<file path="config.mk">
export PLATFORM = sky130hd
export DESIGN_NAME = button_ctrl
export DESIGN_NICKNAME = d
export VERILOG_FILES = /design/src/rtl/button_ctrl.sv
export SDC_FILE = /design/constraint.sdc
export NUM_CORES = 1
export LEC_CHECK = 0
export BUFFER_PORTS_ARGS = -buffer_cell sky130_fd_sc_hd__buf_2
export CORE_MARGIN = 8
export CORE_UTILIZATION = 45
export CTS_CLUSTER_DIAMETER = 120
export DETAILED_ROUTE_END_ITERATION = 8
export GPL_TIMING_DRIVEN = 0
export HOLD_SLACK_MARGIN = 0.08
export PLACE_DENSITY_LB_ADDON = 0.08
export SLEW_MARGIN = 20
export SYNTH_ARGS = -nofsm -noshare
export SYNTH_HDL_FRONTEND = slang
export SYNTH_SLANG_ARGS = --single-unit
</file>
<file path="constraint.sdc">
create_clock -name clk -period 2.25 [get_ports clk]
set_clock_uncertainty 0.2 [all_clocks]
set_input_delay 0.225 -clock clk [delete_from_list [all_inputs] [get_ports clk]]
set_output_delay 0.225 -clock clk [all_outputs]
set_load 0.005 [all_outputs]
</file>
<file path="src/rtl/button_ctrl.sv">
// Purpose: run/pause/clear sequencer for the 16-bit display counter driven by one push button.
// Latency: btn_db follows btn after SYNC_STAGES+DEBOUNCE samples; state moves 2 clks after a short-press release.
// Backpressure: none; all debounce/hold counting advances only on sample_en strobes, otherwise state holds.
//
// Ports:
//   clk, rst    system clock, asynchronous active-high reset
//   btn         raw asynchronous active-high button
//   sample_en   one-clk sample strobe from clk_div
//   cnt_en      counter run enable (high only in RUN)
//   cnt_clr     one-clk counter clear, issued on a long press
//   state       FSM state: IDLE=0, RUN=1, PAUSE=2
//   btn_db      debounced button level
//   long_evt    one-clk pulse when a press crosses the long-press threshold
module button_ctrl #(
    parameter int SYNC_STAGES = 2,
    parameter int DEBOUNCE    = 16,
    parameter int LONG_PRESS  = 1024
) (
    input  logic       clk,
    input  logic       rst,
    input  logic       btn,
    input  logic       sample_en,
    output logic       cnt_en,
    output logic       cnt_clr,
    output logic [1:0] state,
    output logic       btn_db,
    output logic       long_evt
);

    localparam int SW = $clog2(DEBOUNCE + 1);
    localparam int HW = $clog2(LONG_PRESS + 1);
    localparam logic [SW-1:0] DB_LAST   = SW'(DEBOUNCE - 1);
    localparam logic [HW-1:0] HOLD_LAST = HW'(LONG_PRESS - 1);

    typedef enum logic [1:0] {
        IDLE  = 2'd0,
        RUN   = 2'd1,
        PAUSE = 2'd2
    } state_t;

    logic [SYNC_STAGES-1:0] sync_q;
    logic                   s;
    logic [SW-1:0]          stab_cnt;
    logic [HW-1:0]          hold_cnt;
    logic                   fired;
    logic                   rel_pre;
    logic                   rel;
    logic                   db_flip;
    logic                   db_fall;
    logic                   hold_reach;
    state_t                 state_q;
    state_t                 state_d;
    logic                   cnt_en_d;
    logic                   cnt_clr_d;

    // Synchroniser runs every clk regardless of the sample strobe.
    always_ff @(posedge clk or posedge rst) begin
        if (rst) begin
            sync_q <= '0;
        end else begin
            sync_q <= {sync_q[SYNC_STAGES-2:0], btn};
        end
    end

    assign s = sync_q[SYNC_STAGES-1];

    // The DEBOUNCE-th consecutive differing sample flips the level.
    assign db_flip = sample_en && (s != btn_db) && (stab_cnt == DB_LAST);
    assign db_fall = db_flip && btn_db;
    // A release landing on the threshold sample is still a short press,
    // which also keeps rel and long_evt mutually exclusive.
    assign hold_reach = sample_en && btn_db && !fired && !db_fall && (hold_cnt == HOLD_LAST);

    always_ff @(posedge clk or posedge rst) begin
        if (rst) begin
            btn_db   <= 1'b0;
            stab_cnt <= '0;
        end else if (sample_en) begin
            if (s == btn_db) begin
                stab_cnt <= '0;
            end else if (stab_cnt == DB_LAST) begin
                btn_db   <= ~btn_db;
                stab_cnt <= '0;
            end else begin
                stab_cnt <= stab_cnt + 1'b1;
            end
        end
    end

    // Hold timer: freezes once fired so a held button gives one long_evt.
    always_ff @(posedge clk or posedge rst) begin
        if (rst) begin
            hold_cnt <= '0;
            fired    <= 1'b0;
        end else if (db_fall) begin
            hold_cnt <= '0;
            fired    <= 1'b0;
        end else if (sample_en && btn_db && !fired) begin
            if (hold_cnt == HOLD_LAST) begin
                fired <= 1'b1;
            end else begin
                hold_cnt <= hold_cnt + 1'b1;
            end
        end
    end

    // rel trails the debounced fall by one clk; a release after a long press is swallowed.
    always_ff @(posedge clk or posedge rst) begin
        if (rst) begin
            long_evt <= 1'b0;
            rel_pre  <= 1'b0;
            rel      <= 1'b0;
        end else begin
            long_evt <= hold_reach;
            rel_pre  <= db_fall && !fired;
            rel      <= rel_pre;
        end
    end

    always_comb begin
        state_d   = state_q;
        cnt_clr_d = 1'b0;
        if (long_evt) begin
            state_d   = IDLE;
            cnt_clr_d = 1'b1;
        end else if (rel) begin
            case (state_q)
                IDLE:    state_d = RUN;
                RUN:     state_d = PAUSE;
                PAUSE:   state_d = RUN;
                default: state_d = IDLE;
            endcase
        end
        cnt_en_d = (state_d == RUN);
    end

    always_ff @(posedge clk or posedge rst) begin
        if (rst) begin
            state_q <= IDLE;
            cnt_en  <= 1'b0;
            cnt_clr <= 1'b0;
        end else begin
            state_q <= state_d;
            cnt_en  <= cnt_en_d;
            cnt_clr <= cnt_clr_d;
        end
    end

    assign state = state_q;

endmodule

</file>
# Word level (Yosys, flattened, before mapping)
# Cells that the tools add are included.
# totals
reg_bits	27
output_inout_bits	6
wordCells	52
# classes
n_addsub	2
n_eq_ne	8
muxes	12
bitwise	2
n_reduce_logical	17
# op_table
cell	n
11-bit two-way mux	3
11-bit by 1-bit adder with 11-bit output, second input constant	1
11-bit by 10-bit == test with 1-bit output, second input constant	1
5-bit two-way mux	2
1-bit logical AND	8
5-bit by 1-bit adder with 5-bit output, second input constant	1
5-bit by 4-bit == test with 1-bit output, second input constant	1
2-bit by 1-bit == test with 1-bit output, second input constant	2
1-bit two-way mux	4
2-bit two-way mux	2
2-bit one-hot mux with 2 select lines	1
2-bit AND reduction	2
2-bit nonzero test	2
3-bit AND reduction	1
2-bit == test, second input constant	1
1-bit logical NOT	2
2-bit logical NOT	1
2-bit != test, second input constant	1
1-bit NOT	2
2-bit OR reduction	1
1-bit == test	1
1-bit != test	1

# Longest topological paths before layout
# Gate-level depths: netlist (run 1).
# logic_depth
word_depth	7
mapped_depth	5

# Least setup slack after synthesis (run 1)
# No wires, ideal clock.
# synth_path
path_type	register -> register
start	register hold_cnt[0]
end	register hold_cnt[7]
setup_time_ns	0.078
t_arrival_ns	1.629
required_ns	1.972
slack_ns	0.343
path_stages_with_launch	6
cell_sequence	dfrtp_1 -> ha_1 -> nor2b_1 -> a2111o_1 -> or3_1 -> a21oi_1
# synth_via
elab_chain_cells	4
word_cells_on_any_way	7
classes_between	1 x add/sub; 2 x eq/ne; 3 x mux; 1 x reduce/logical
# synth_lines
element	line	rtl
start, declared	44	logic [HW-1:0] hold_cnt;
start signal, assigned	102	hold_cnt <= hold_cnt + 1'b1;
11-bit by 1-bit adder with 11-bit output	102	
11-bit two-way mux	99	if (hold_cnt == HOLD_LAST) begin
11-bit two-way mux	98	end else if (sample_en && btn_db && !fired) begin
11-bit two-way mux	95	end else if (db_fall) begin
# Several ways; a longest one is shown, not always the timed one. The select of a mux whose other input is x is not followed.
# A chain may end at the register's enable or synchronous reset.

# Worst setup path in the final report (run 1)
# Same ends and word-level chain as after synthesis.

==> flow_summary_export.csv, run 1 <==
group,metric,value,unit
outcome,outcome,"finished clean",
global_routing,track_usage,10.9,%
placed_design,io_buffers,9,
timing,timing.final.hold_violations,0,
worst_setup_path,crit_path_end_kind,"flop",
placed_design,place_ws,224,ps
synth,synth_area_per_cell,10.6,um2
layout,fin_area,1370,um2
die,start_util,45.9,%
placed_design,placed_cells,156,
timing,fmax,486,MHz
synth,synth_ff_type,"dfrtp_1",
layout,syn_to_final_growth,10.9,%
timing,finalMaxSlewViolations,0,
clock_tree,postCtsResizedCells,0,
layout,final_common_cell,"dfrtp_1",
worst_setup_path,startpoint_type,"flop",
clock_tree,htreeDepth,1,
placed_design,gp_congestion,0.798,
layout,layout.cells.non_filler,162,
timing,period_needed,2060,ps
worst_setup_path,crit_family,"compound AO/OA/AOI/OAI gates",
synth,seq_area_frac_synth,54.8,%
worst_setup_path,crit_buf_inv,0,
clock_tree,holdBufCountCts,2,
die,core_region_area,2690,um2
synth,yosys.area.top_type,"dfrtp_1",
layout,nNetsFinal,138,
synth,synthTopCellsByArea,"dfrtp_1 55%, nand2_1 3.0%, a21oi_1 2.8%, nand3_1 2.4%, nor2_1 2.4%",
worst_setup_path,crit_slowest_cell,"dfrtp_1",
synth,syn-num-nets,122,
route,via_count,923,
worst_setup_path,cp_slowest_stage_delay,450,ps
global_routing,grt_max_degree,28,
layout,final_cell_mix,"27 x dfrtp_1, 10 x nand2_1, 10 x buf_2",
timing,tightest_slew,591,ps
timing,fin_ws,191,ps
run,maxCapViolations,0,
layout,n_antenna_cell,0,
clock_tree,clk_pin_slew,150,ps
clock_tree,post_cts_buffers,0,
route,ant_nets,0,
route,routed_wl,2.24,mm
placed_design,dp_hpwl,1.59,mm
worst_setup_path,crit_type,"reg -> reg",
timing,setup_tns,0,ps
worst_setup_path,cp_cell_sequence,"ha_1, nor2b_1, a2111o_1, or3_1, a21oi_1",
synth,synth-warning-count,0,
die,die_h,68.3,um
worst_setup_path,cp.arrival,2130,ps
timing,rsz0062_at_grt,"false",
layout,drive_above_1_share,14.5,%
synth,synthDistinctLibCells,40,
clock_tree,cts_sinks,27,
clock_tree,clk_latency,330,ps
clock_tree,cts_tree,"yes",
placed_design,place_area,1320,um2
clock_tree,numCtsBuffers,3,
timing,period_share,91.5,%
synth,synth_edf_count,0,
global_routing,grt_pass1_wl,3.91,mm
die,rows,19,
die,io_pins,10,
route,post_drt_via_cell_ratio,5.70,
clock_tree,clockRootBuffer,"clkbuf_4",
synth,synth.top_cell.area_share,54.8,%
pwr,leakagePower,0.616,nW
pwr,powerDensity,549,nW/um2
route,wl_per_cell,13.9,um
worst_setup_path,cp_max_fo,5,
global_routing,grt_antenna_before_repair,0,
synth,syn_inst,116,
pwr,max-vdd-ir-drop,0.392,mV
clock_tree,clockBufferDepth,2,
route,drcViolationCount,0,
timing,setup_viol,0,
die,die_area,4670,um2
synth,ys_ff_latch,27,
die,die_x,68.3,um
global_routing,first_global_vias,874,
synth,ys_async_sr_fraction,100,%
hold_path,min_path_type,"reg -> reg",
route,drt-initial-drc-count,47,
global_routing,grt-ovfl-total,0,
synth,syn_area,1230,um2
timing,max-slew-margin-rel,60.3,%
route,firstDrtPassIters,4,
worst_setup_path,critPathRequiredTime,2320,ps
pwr,power.total,750,uW
[final cells by class]
cell class                      count  area (um2)
Timing Repair Buffer               11        65.1
Multi-Input combinational cell     82         529
Buffer                              3        12.5
Inverter                            4        15.0
Tap cell                           31        38.8
Sequential cell                    27         676
Fill cell                         257        1320
Clock buffer                        3        22.5
Clock inverter                      1        7.51
[final timing paths]
path                                  start     endpoint  slack [ps]  depth (start not counted)
worst min-delay path              sync_q[0]    sync_q[1]         170                          0
worst max-delay path            hold_cnt[0]  hold_cnt[7]         190                          5
max in group asynchronous               rst       cnt_en        1210                          3
worst min register to register    sync_q[0]    sync_q[1]         170                          0
worst max register to register  hold_cnt[0]  hold_cnt[7]         190                          5
min in group asynchronous               rst     state[1]         280                          3
[sequential cells by signal, indices dropped and copies added, names as in the netlist]
name,cells
rel_pre,1
fired,1
stab_cnt,5
long_evt,1
cnt_clr,1
btn_db,1
state,2
cnt_en,1
hold_cnt,11
sync_q,2
rel,1
[per-layer routing]
| layer | vias up | GRT usage [%] | part of all wire, % |
|---|---|---|---|
| li1 | 457 | - | - |
| met1 | 446 | 14.8 | 50 |
| met2 | 16 | 16.2 | 44 |
| met3 | 4 | 2.45 | 4.9 |
| met4 | 0 | 4.60 | 1.2 |
| met5 | - | 0 | 0 |
[stage by stage]
stage / hold WS (ps) / utilization, %
2_1_floorplan: 56.4 / -
3_3_place_gp: 135 / 49.0
3_5_place_dp: 135 / 49.0
4_1_cts: 180 / 50.9
5_1_grt: 186 / 50.9
6_report: 173 / 50.9
[synthesized netlist by cell type (3+ instances only)]
master,count
o21ai_0,4
or3_1,3
a21oi_1,7
nor3_1,3
nand2_1,10
xnor2_1,3
dfrtp_1,27
nand3_1,6
inv_1,4
nor2_1,8
[kinds of logic (layout without fill, tap and decap cells)]
group	Yosys count	in the layout	synth area share [%]
and+or+nand+nor	50	50	23.2
DFF	27	27	54.8
AOI/OAI and AO/OA	24	24	13.2
buffers and inverters	7	22	2.23
xor gates and xnor gates	4	4	2.84
adders and majority gates	2	2	2.03
muxes	2	2	1.62
[report_power, final]
part / switching (mW) / internal [mW]
clock network: 0.146 / 0.0680
logic: 0.0214 / 0.0143
registers: 0.00675 / 0.493
No activity file was read; power rests on OpenSTA's default activity.
==> run 2: changes to the inputs <==
CELL_PAD_IN_SITES_DETAIL_PLACEMENT = 0   (was not set)
CELL_PAD_IN_SITES_GLOBAL_PLACEMENT = 1   (was not set)
==> flow_summary_export.csv, run 2 (synthesis results as in run 1) <==
group,metric,value,unit
worst_setup_path,crit_type,"reg -> reg",
global_routing,track_usage,11.6,%
global_routing,first_global_vias,958,
timing,period_share,92.1,%
worst_setup_path,cp_max_fo,5,
layout,largest_register,"hold_cnt",
clock_tree,cts_sinks,27,
pwr,power.total,764,uW
layout,final_cell_mix,"27 x dfrtp_1, 10 x nand2_1, 10 x buf_2",
worst_setup_path,startpoint_type,"flop",
timing,setup_tns,0,ps
die,die_area,4670,um2
timing,fmax,483,MHz
placed_design,io_buffers,9,
layout,largest_register_ffs,11,
clock_tree,clk_latency,340,ps
timing,setup_viol,0,
timing,finalMaxSlewViolations,0,
layout,top_regs,"hold_cnt x11, stab_cnt x5",
hold_path,min_path_type,"reg -> reg",
worst_setup_path,startpoint,"hold_cnt[0]",
die,die_h,68.3,um
die,start_util,45.9,%
global_routing,grt_max_degree,28,
timing,timing.final.hold_violations,0,
global_routing,grt_pass1_wl,4.17,mm
die,core_region_area,2690,um2
worst_setup_path,r2r_end,"hold_cnt[7]",
clock_tree,postCtsResizedCells,0,
route,drcViolationCount,0,
clock_tree,clockBufferDepth,2,
worst_setup_path,cp.arrival,2140,ps
worst_setup_path,reg2reg_from,"hold_cnt[0]",
clock_tree,clk_pin_slew,160,ps
placed_design,gp_congestion,0.755,
timing,period_needed,2070,ps
layout,syn_to_final_growth,11.0,%
route,ant_nets,0,
die,rows,19,
clock_tree,cts_tree,"yes",
route,post_drt_via_cell_ratio,5.69,
placed_design,dp_hpwl,1.72,mm
timing,max-slew-margin-rel,59.3,%
worst_setup_path,ff2ff_setup_slack,180,ps
outcome,outcome,"finished clean",
route,via_count,922,
pwr,powerDensity,559,nW/um2
route,routed_wl,2.42,mm
global_routing,grt_antenna_before_repair,0,
die,die_x,68.3,um
die,io_pins,10,
pwr,max-vdd-ir-drop,0.359,mV
worst_setup_path,reg2reg_depth,5,
route,firstDrtPassIters,4,
pwr,leakagePower,0.621,nW
layout,n_antenna_cell,0,
clock_tree,htreeDepth,1,
layout,nNetsFinal,138,
worst_setup_path,critPathRequiredTime,2320,ps
layout,final_common_cell,"dfrtp_1",
clock_tree,numCtsBuffers,3,
global_routing,grt-ovfl-total,0,
timing,rsz0062_at_grt,"false",
timing,tightest_slew,605,ps
run,maxCapViolations,0,
layout,drive_above_1_share,14.5,%
placed_design,placed_cells,156,
worst_setup_path,cp-endpoint,"hold_cnt[7]",
route,drt-initial-drc-count,47,
layout,layout.cells.non_filler,162,
clock_tree,clockRootBuffer,"clkbuf_4",
worst_setup_path,crit_path_end_kind,"flop",
route,wl_per_cell,15.0,um
run 2: changes by cell type in the layout (fill, tap and decap cells not counted):
cell,before,now
clkinvlp_4,1,0
inv_6,0,1
run 2: worst max-delay path, stage by stage (launching register included):
cell and delay, ps:
dfrtp_1 450, ha_1 270, nor2b_1 150, a2111o_1 450, or3_1 350, a21oi_1 150
run 2: layout make-up:
type | instances | area, um2
clock buffers | 3 | 22.5
clock inverters | 1 | 8.76
fillers | 257 | 1320
multi-input cells | 82 | 529
inverters | 4 | 15.0
repair buffers | 11 | 65.1
well taps | 31 | 38.8
flip-flops and latches | 27 | 676
plain buffers | 3 | 12.5
run 2: how the worst min path moves through the flow:
stage	end	start	depth (start not counted)	slack [ps]
after global placement	rel	rel_pre	0	130
after detailed placement	rel	rel_pre	0	140
after global routing	rel	rel_pre	0	180
after floorplan	sync_q[0]	btn	0	60
after CTS	rel	rel_pre	0	170
final	rel	rel_pre	0	170
run 2: stage by stage:
stage          instance area, um2  hold WS, ps  worst slack, ps  util (%)
2_1_floorplan                1230         56.4              343         -
3_3_place_gp                 1320          134              223      49.0
3_5_place_dp                 1320          139              224      49.0
4_1_cts                      1370          174              181      50.9
5_1_grt                      1370          176             76.1      50.9
6_report                     1370          170              178      50.9
run 2: per-layer routing:
metal  GRT usage, %  up-vias  routed length (um)  share of wire (%)
met5              0        -                   0                  0
li1               -      457                   -                  -
met2           18.6       18                1100                 45
met3           1.96        4                 111                4.6
met4           6.14        0                  36                1.5
met1           14.7      443                1180                 49
run 2: timing repair:
item	CTS	global route
setup buffers	0	0
endpoints found under the setup margin	0	0
hold endpoints to repair	28	0
hold buffers	2	0
run 2: power by group:
group | internal (mW) | switching (mW) | total (mW)
combinational | 0.0143 | 0.0215 | 0.0358
sequential | 0.493 | 0.00725 | 0.500
clock | 0.0727 | 0.156 | 0.228
==> run 3: changes to the inputs <==
SETUP_SLACK_MARGIN = 0.2   (was not set)
==> flow_summary_export.csv, run 3 (synthesis results as in run 1) <==
group,metric,value,unit
worst_setup_path,cp_max_fo,4,
timing,period_needed,1990,ps
global_routing,grt_max_degree,28,
timing,period_share,88.6,%
route,drcViolationCount,0,
clock_tree,clk_pin_slew,160,ps
layout,largest_register,"hold_cnt",
die,rows,19,
layout,top_regs,"hold_cnt x11, stab_cnt x5",
timing,fin_ws,257,ps
timing,finalMaxSlewViolations,0,
worst_setup_path,critPathRequiredTime,2320,ps
layout,n_antenna_cell,0,
global_routing,track_usage,11.7,%
route,post_drt_via_cell_ratio,5.71,
worst_setup_path,crit_type,"reg -> reg",
route,via_count,930,
timing,tightest_slew,552,ps
die,die_area,4670,um2
placed_design,gp_congestion,0.755,
run,maxCapViolations,0,
hold_path,min_path_type,"reg -> reg",
worst_setup_path,startpoint_type,"flop",
placed_design,place_ws,224,ps
pwr,powerDensity,547,nW/um2
route,wl_per_cell,15.0,um
timing,fmax,502,MHz
timing,rsz0062_at_grt,"true",
global_routing,grt-ovfl-total,0,
die,core_region_area,2690,um2
clock_tree,clockBufferDepth,2,
pwr,leakagePower,0.632,nW
timing,timing.final.hold_violations,0,
timing,hold-worst-slack,170,ps
die,die_h,68.3,um
layout,nNetsFinal,139,
clock_tree,clockRootBuffer,"clkbuf_4",
global_routing,grt_pass1_wl,4.18,mm
layout,final_common_cell,"dfrtp_1",
pwr,max-vdd-ir-drop,0.355,mV
layout,syn_to_final_growth,13.2,%
layout,final_cell_mix,"27 x dfrtp_1, 10 x nand2_1, 10 x buf_2",
layout,drive_above_1_share,17.4,%
worst_setup_path,ff2ff_setup_slack,260,ps
placed_design,dp_hpwl,1.72,mm
clock_tree,cts_sinks,27,
placed_design,io_buffers,9,
outcome,outcome,"finished clean",
route,routed_wl,2.44,mm
layout,largest_register_ffs,11,
pwr,power.total,763,uW
global_routing,first_global_vias,960,
worst_setup_path,crit_path_end_kind,"flop",
clock_tree,clk_latency,340,ps
timing,setup_tns,0,ps
global_routing,grt_antenna_before_repair,0,
timing,max-slew-margin-rel,63.2,%
worst_setup_path,cp.arrival,2060,ps
route,firstDrtPassIters,4,
die,io_pins,10,
timing,setup_viol,0,
die,start_util,45.9,%
clock_tree,numCtsBuffers,3,
route,ant_nets,0,
clock_tree,htreeDepth,1,
die,die_x,68.3,um
clock_tree,cts_tree,"yes",
route,drt-initial-drc-count,38,
==> run 3: layout make-up <==
class / count / area (um2)
Timing Repair Buffer: 12 / 72.6
Multi-Input combinational cell: 82 / 548
Sequential cell: 27 / 676
Fill cell: 254 / 1290
Tap cell: 31 / 38.8
Clock inverter: 1 / 8.76
Buffer: 3 / 13.8
Inverter: 4 / 15.0
Clock buffer: 3 / 22.5
==> run 3: per-stage QoR <==
step	instances	utilization, %	instance area, um2
6_report	163	51.9	1400
5_1_grt	163	51.9	1400
4_1_cts	163	51.2	1380
3_5_place_dp	156	49.0	1320
3_3_place_gp	156	49.0	1320
2_1_floorplan	116	-	1230
==> run 3: final timing paths <==
path / startpoint / endpoint / cells after the start
hold reg to reg: rel_pre / rel / 0
min in group asynchronous: rst / stab_cnt[1] / 3
setup / recovery: hold_cnt[1] / hold_cnt[7] / 5
setup reg to reg: hold_cnt[1] / hold_cnt[7] / 5
max in group asynchronous: rst / hold_cnt[10] / 3
hold / removal: rel_pre / rel / 0
==> run 3: timing repair <==
item                                    in CTS  in global routing
setup buffers                                1                  0
endpoints found under the setup margin       1                  6
gates resized for setup                      0                  4
hold buffers                                 2                  0
endpoints found under the hold margin       28                  0
==> run 3: power breakdown <==
group / total [mW] / internal [mW] / switching (mW)
Combinational: 0.0364 / 0.0146 / 0.0217
Clock: 0.226 / 0.0726 / 0.154
Sequential: 0.500 / 0.493 / 0.00716
Total: 0.763 / 0.580 / 0.183
==> run 3: per-layer routing <==
layer,global-route usage [%],part of all wire [%]
met4,6.14,1.5
met3,1.96,4.2
met2,18.6,45
met5,0,0
met1,14.8,49
==> run 3: worst max-delay path, cell delays in order, from the launching register on <==
cell and delay, ps:
dfrtp_1 440, ha_2 210, nor2b_1 130, a2111o_1 450
or3_1 350, a21oi_1 140
